--- config.mk ---
export PLATFORM = sky130hd
export DESIGN_NAME = game_sequencer
export DESIGN_NICKNAME = d
export VERILOG_FILES = /design/src/rtl/game_sequencer.sv
export SDC_FILE = /design/constraint.sdc
export NUM_CORES = 1
export LEC_CHECK = 0
export BUFFER_PORTS_ARGS = -buffer_cell sky130_fd_sc_hd__clkbuf_2
export CAP_MARGIN = 20
export CORE_ASPECT_RATIO = 0.6
export CORE_MARGIN = 5
export CORE_UTILIZATION = 57
export CTS_BUF_LIST = sky130_fd_sc_hd__clkbuf_16
export CTS_CLUSTER_SIZE = 14
export DETAILED_ROUTE_END_ITERATION = 12
export PLACE_DENSITY = 0.79
export SETUP_SLACK_MARGIN = 0.05
export SYNTH_ARGS = -nofsm -noshare
export SYNTH_HDL_FRONTEND = slang
export SYNTH_SLANG_ARGS = --single-unit
--- constraint.sdc ---
create_clock -name clk -period 2.6 [get_ports clk]
set_clock_uncertainty 0.15 [all_clocks]
set_input_delay 0.26 -clock clk [delete_from_list [all_inputs] [get_ports clk]]
set_output_delay 0.26 -clock clk [all_outputs]
set_load 0.005 [all_outputs]
--- src/rtl/game_sequencer.sv ---
// game_sequencer: central game-flow controller for the pong datapath.
// Divides the clock into game ticks, gates ball/paddle update strobes to live
// play, sequences serve/play/pause/point/over phases and keeps both scores.
module game_sequencer #(
  parameter int TICK_DIV    = 4,
  parameter int SCORE_WIDTH = 4,
  parameter int WIN_SCORE   = 7,
  parameter int SERVE_TICKS = 30,
  parameter int POINT_TICKS = 15
) (
  input  logic                   clk,
  input  logic                   rst,
  input  logic                   start,
  input  logic                   pause,
  input  logic [1:0]             win,
  output logic                   update_en,
  output logic                   ball_reset,
  output logic                   serve_dir,
  output logic [SCORE_WIDTH-1:0] score1,
  output logic [SCORE_WIDTH-1:0] score2,
  output logic [2:0]             state,
  output logic                   game_over,
  output logic [1:0]             winner
);

  localparam int CW = (TICK_DIV > 1) ? $clog2(TICK_DIV) : 1;
  localparam logic [CW-1:0]          TICK_LAST = CW'(TICK_DIV - 1);
  localparam logic [SCORE_WIDTH-1:0] WIN_VAL   = SCORE_WIDTH'(WIN_SCORE);
  localparam logic [7:0]             SERVE_DLY = 8'(SERVE_TICKS);
  localparam logic [7:0]             POINT_DLY = 8'(POINT_TICKS);

  typedef enum logic [2:0] {
    ST_IDLE   = 3'd0,
    ST_SERVE  = 3'd1,
    ST_PLAY   = 3'd2,
    ST_PAUSED = 3'd3,
    ST_POINT  = 3'd4,
    ST_OVER   = 3'd5
  } state_e;

  state_e                 state_q;
  logic [CW-1:0]          tick_cnt_q;
  logic [7:0]             dly_q;
  logic                   start_q;
  logic                   start_vld_q;
  logic                   update_en_q;
  logic                   ball_reset_q;
  logic                   serve_dir_q;
  logic [SCORE_WIDTH-1:0] score1_q;
  logic [SCORE_WIDTH-1:0] score2_q;
  logic                   game_over_q;
  logic [1:0]             winner_q;

  logic tick;
  logic start_rise;
  logic win_reached;

  assign tick        = (tick_cnt_q == TICK_LAST);
  // start_vld_q keeps a button already held across reset release from
  // looking like a fresh press on the first clock.
  assign start_rise  = start & ~start_q & start_vld_q;
  assign win_reached = (score1_q == WIN_VAL) || (score2_q == WIN_VAL);

  // Free-running game tick divider, runs in every state.
  always_ff @(posedge clk or negedge rst) begin
    // NOTE: sequential state uses non-blocking assignments so every register
    // samples pre-edge values, independent of statement order.
    if (!rst) begin
      tick_cnt_q <= '0;
    end else if (tick) begin
      tick_cnt_q <= '0;
    end else begin
      tick_cnt_q <= tick_cnt_q + 1'b1;
    end
  end

  // Start button edge detector.
  always_ff @(posedge clk or negedge rst) begin
    if (!rst) begin
      start_q     <= 1'b0;
      start_vld_q <= 1'b0;
    end else begin
      start_q     <= start;
      start_vld_q <= 1'b1;
    end
  end

  // Game-flow FSM with registered strobes, scores and winner.
  always_ff @(posedge clk or negedge rst) begin
    if (!rst) begin
      state_q      <= ST_IDLE;
      dly_q        <= '0;
      update_en_q  <= 1'b0;
      ball_reset_q <= 1'b0;
      serve_dir_q  <= 1'b0;
      score1_q     <= '0;
      score2_q     <= '0;
      game_over_q  <= 1'b0;
      winner_q     <= 2'b00;
    end else begin
      ball_reset_q <= 1'b0;
      update_en_q  <= tick && (state_q == ST_PLAY) && !pause && (win == 2'b00);
      case (state_q)
        ST_IDLE, ST_OVER: begin
          if (start_rise) begin
            score1_q     <= '0;
            score2_q     <= '0;
            winner_q     <= 2'b00;
            game_over_q  <= 1'b0;
            ball_reset_q <= 1'b1;
            dly_q        <= SERVE_DLY;
            state_q      <= ST_SERVE;
          end
        end
        ST_SERVE: begin
          if (tick && !pause) begin
            if (dly_q == 8'd0) state_q <= ST_PLAY;
            else               dly_q   <= dly_q - 8'd1;
          end
        end
        ST_PLAY: begin
          if (win == 2'b01) begin
            score1_q    <= score1_q + 1'b1;
            serve_dir_q <= 1'b1;
            dly_q       <= POINT_DLY;
            state_q     <= ST_POINT;
          end else if (win == 2'b10) begin
            score2_q    <= score2_q + 1'b1;
            serve_dir_q <= 1'b0;
            dly_q       <= POINT_DLY;
            state_q     <= ST_POINT;
          end else if (win == 2'b11) begin
            dly_q       <= POINT_DLY;
            state_q     <= ST_POINT;
          end else if (pause) begin
            state_q     <= ST_PAUSED;
          end
        end
        ST_PAUSED: begin
          if (!pause) state_q <= ST_PLAY;
        end
        ST_POINT: begin
          if (tick) begin
            if (dly_q != 8'd0) begin
              dly_q <= dly_q - 8'd1;
            end else if (win_reached) begin
              state_q     <= ST_OVER;
              game_over_q <= 1'b1;
              winner_q    <= (score1_q == WIN_VAL) ? 2'b01 : 2'b10;
            end else begin
              ball_reset_q <= 1'b1;
              dly_q        <= SERVE_DLY;
              state_q      <= ST_SERVE;
            end
          end
        end
        default: state_q <= ST_IDLE;
      endcase
    end
  end

  assign update_en  = update_en_q;
  assign ball_reset = ball_reset_q;
  assign serve_dir  = serve_dir_q;
  assign score1     = score1_q;
  assign score2     = score2_q;
  assign state      = state_q;
  assign game_over  = game_over_q;
  assign winner     = winner_q;

endmodule

==> flow_summary.toml <==
[drt]
ant_nets = 0
wirelength_um = 4212
initialDrtViolationCount = 203
dr.pass1.iters = 5
wl_per_cell_um = 16.71
via_per_inst = 6.171
drc_errors = 0
via_count = 1555

[critical_path]
worst-r2r-cell-count = 6
cp_max_fo = 13
critPathLaunchType = "flip-flop"
endpoint_kind = "flip-flop"
path_class = "flip-flop to flip-flop"
cp_slowest_cell = "dfrtp_1"
r2r_start = "state[0]"
cpPeakStageDelay_ns = 0.65
r2r_slack_ns = 0.18
required_ns = 2.63
arrival_ns = 2.45
r2r-end = "dly_q[2]"
worstSetupStartpoint = "state[0]"
critical_path.cell_chain = "nand2b_1 -> a21o_1 -> a222oi_1 -> buf_4 -> a21oi_1 -> a41oi_1"

[clocking]
cts_root_buffer = "clkbuf_16"
cts_buffers = 5
clkTransAtPathRegs_ns = 0.05
cts_tree = "yes"
clock_latency_ns = 0.27
clock-sinks = 29
htree_levels = 2
cts_max_path_buffers = 2

[layout]
fillers = 222
drive_above_1_share = 0.1952
diodes = 0
nets = 225
register_area_um2 = 725.7
area_delta_synth_final_pct = 18.81
final_util = 0.7066
multi_input_area_um2 = 895.9

[synth]
synthArstFlopShare = 1.000
synth.most_common_cell = "dfrtp_1"
synth_compound_area_frac = 0.1888
synth_top_family_by_area = "simple AND/OR/NAND/NOR gates"
synthCells = 179
ys_top_cells_by_area = "dfrtp_1 (43%), ha_1 (6.6%), nand2_1 (4.9%)"
netlist.area_leader.share = 0.4277
yosysWarningCount = 0
seq_area_frac_synth = 0.4277
synth-adder-area-share = 0.06637
synth_edf_count = 0
synth.distinct_cells = 49
yosys_register_bits = 29
synth_top_area_cell = "dfrtp_1"
synth.area.mux_share = 0.006637
netlist_top_cells_count = "dfrtp_1 (29), nand2_1 (22), nor2_1 (12), o21ai_0 (10), ha_1 (9)"
synth_xor_area_frac = 0.02581
synthFlopType = "dfrtp_1"
synth_nets = 194
synth-simple-area-share = 0.2375
avgSynthCellArea_um2 = 9.478
syn_area_um2 = 1697

[hold_path]
hold_class = "primary input to flip-flop"
worstHoldEndpoint = "update_en"
min_delay_path_depth = 3
min_from = "pause"

[floorplanning]
die_y_um = 52.26
start_util = 0.5947
die_w_um = 80.44
die_area_um2 = 4204
coreArea_um2 = 2853
rows = 15
num_io_pins = 23

[placement]
preCtsSetupSlack_ns = 0.2158
hpwl_um = 3024
portBuffers = 22
place.gp.congestion = 0.9197

[timing]
timing.fmax_mhz = 413.8
worst_slack_ns = 0.1833
setup_viol = 0
worst_slew_pin_slew_ns = 0.7256
hold_violations = 0
tns_ns = 0
period_share = 0.9295
finalMaxSlewViolations = 0
period_needed_ns = 2.417
rsz0062_at_grt = "yes"
slew_headroom = 0.5162

[pwr]
switching_share = 0.4004
cellPowerDensity_nw_per_um2 = 1039
leakage_nw = 0.9536
p_comb_frac = 0.430
p_sw_mw = 0.8385
power.share.clock = 0.248
intPower_mw = 1.255
ir_drop_uv = 507.6
pwr-share-seq = 0.321

[global_routing]
grt_pass1_wl_um = 7086
gr-total-overflow = 0
grt_pass1_vias = 1456
grtUsageTotal = 0.2252
antenna_found_initial = 0
grt_max_degree = 30

[flow_run]
drv_cap = 0

[run_status]
status = "finished, final reports clean"
==> worst max path at each step <==
stage	endpoint
2_1_floorplan	dly_q[5]
3_5_place_dp	dly_q[2]
5_1_grt	dly_q[2]
6_report	dly_q[2]
4_1_cts	winner[0]
3_3_place_gp	dly_q[2]
==> power by group through the flow <==
stage / Sequential (mW) / Combinational, mW / Clock (mW)
2_1_floorplan: 0.622 / 0.646 / 0
3_3_place_gp: 0.666 / 0.820 / 0
3_5_place_dp: 0.677 / 0.843 / 0
4_1_cts: 0.670 / 0.862 / 0.528
5_1_grt: 0.690 / 0.979 / 0.560
6_report: 0.673 / 0.901 / 0.520
==> metal layers <==
| metal | GRT usage | part of all wire | vias up |
|---|---|---|---|
| met5 | 0 | 0 | - |
| li1 | - | - | 718 |
| met4 | 0.08989 | 0.018 | 0 |
| met1 | 0.3093 | 0.44 | 715 |
| met3 | 0.07045 | 0.11 | 14 |
| met2 | 0.3297 | 0.43 | 108 |
==> registers in the layout, summed over array words and instances (netlist names) <==
register     flops
state            3
start_q          1
winner           2
dly_q            8
game_over        1
ball_reset       1
tick_cnt_q       2
start_vld_q      1
serve_dir        1
score1           4
update_en        1
score2           4
==> critical path, delay by kind of cell (launching register included) <==
| family | cells | cell delay [ns] |
|---|---|---|
| flops | 1 | 0.65 |
| compound gates | 4 | 0.98 |
| buf+inv | 1 | 0.27 |
| simple gates | 1 | 0.27 |
==> area by class of cell <==
cell class                      instances  share of cell area
Multi-Input combinational cell        136              0.4444
Sequential cell                        29              0.3600
Timing Repair Buffer                   31             0.09063
Clock buffer                            5             0.06207
Tap cell                               42             0.02607
Inverter                                7             0.01304
Clock inverter                          2            0.003724
==> kinds of logic after synthesis <==
kind of cell | after synthesis
DFF | 29
AOI/OAI and AO/OA | 45
muxes | 1
adders and majority gates | 9
other | 1
and+or+nand+nor | 75
buffers and inverters | 14
xor gates and xnor gates | 5
==> through the flow <==
| step | area [µm²] | power [mW] | hold slack [ns] | instances |
|---|---|---|---|---|
| 6_report | 2016 | 2.094 | 0.2325 | 252 |
| 5_1_grt | 2016 | 2.230 | 0.2433 | 252 |
| 4_1_cts | 2007 | 2.060 | 0.2192 | 251 |
| 3_5_place_dp | 1854 | 1.521 | 0.1983 | 242 |
| 3_3_place_gp | 1854 | 1.485 | 0.1790 | 242 |
| 2_1_floorplan | 1697 | 1.268 | -0.1856 | 179 |
==> repair_timing <==
item / 4_1_cts / 5_1_grt
endpoints found under the hold margin: 30 / 0
setup buffers: 0 / 1
hold buffers: 2 / 0
setup endpoints to repair: 0 / 3
gates resized for setup: 0 / 1
==> placed cells by master, fill, tap and decap left out, drive strengths merged, types with 2 or more instances in the layout <==
| cell type | instances |
|---|---|
| nand3b | 4 |
| nand2 | 22 |
| a31oi | 2 |
| o21ai | 10 |
| nand3 | 8 |
| ha | 9 |
| buf | 7 |
| nand4 | 3 |
| and3 | 2 |
| nor2 | 13 |
| clkbuf | 27 |
| a21o | 4 |
| clkinv | 2 |
| nor3b | 2 |
| a21boi | 2 |
| or3 | 4 |
| a21oi | 8 |
| nor3 | 6 |
| a22o | 2 |
| xor2 | 4 |
| o31ai | 2 |
| dfrtp | 29 |
| o22ai | 2 |
| o311a | 2 |
| a41oi | 3 |
| nand2b | 3 |
| dlygate4sd3 | 2 |
| inv | 7 |
| or4 | 3 |
Power figures use the tool's default switching activity.
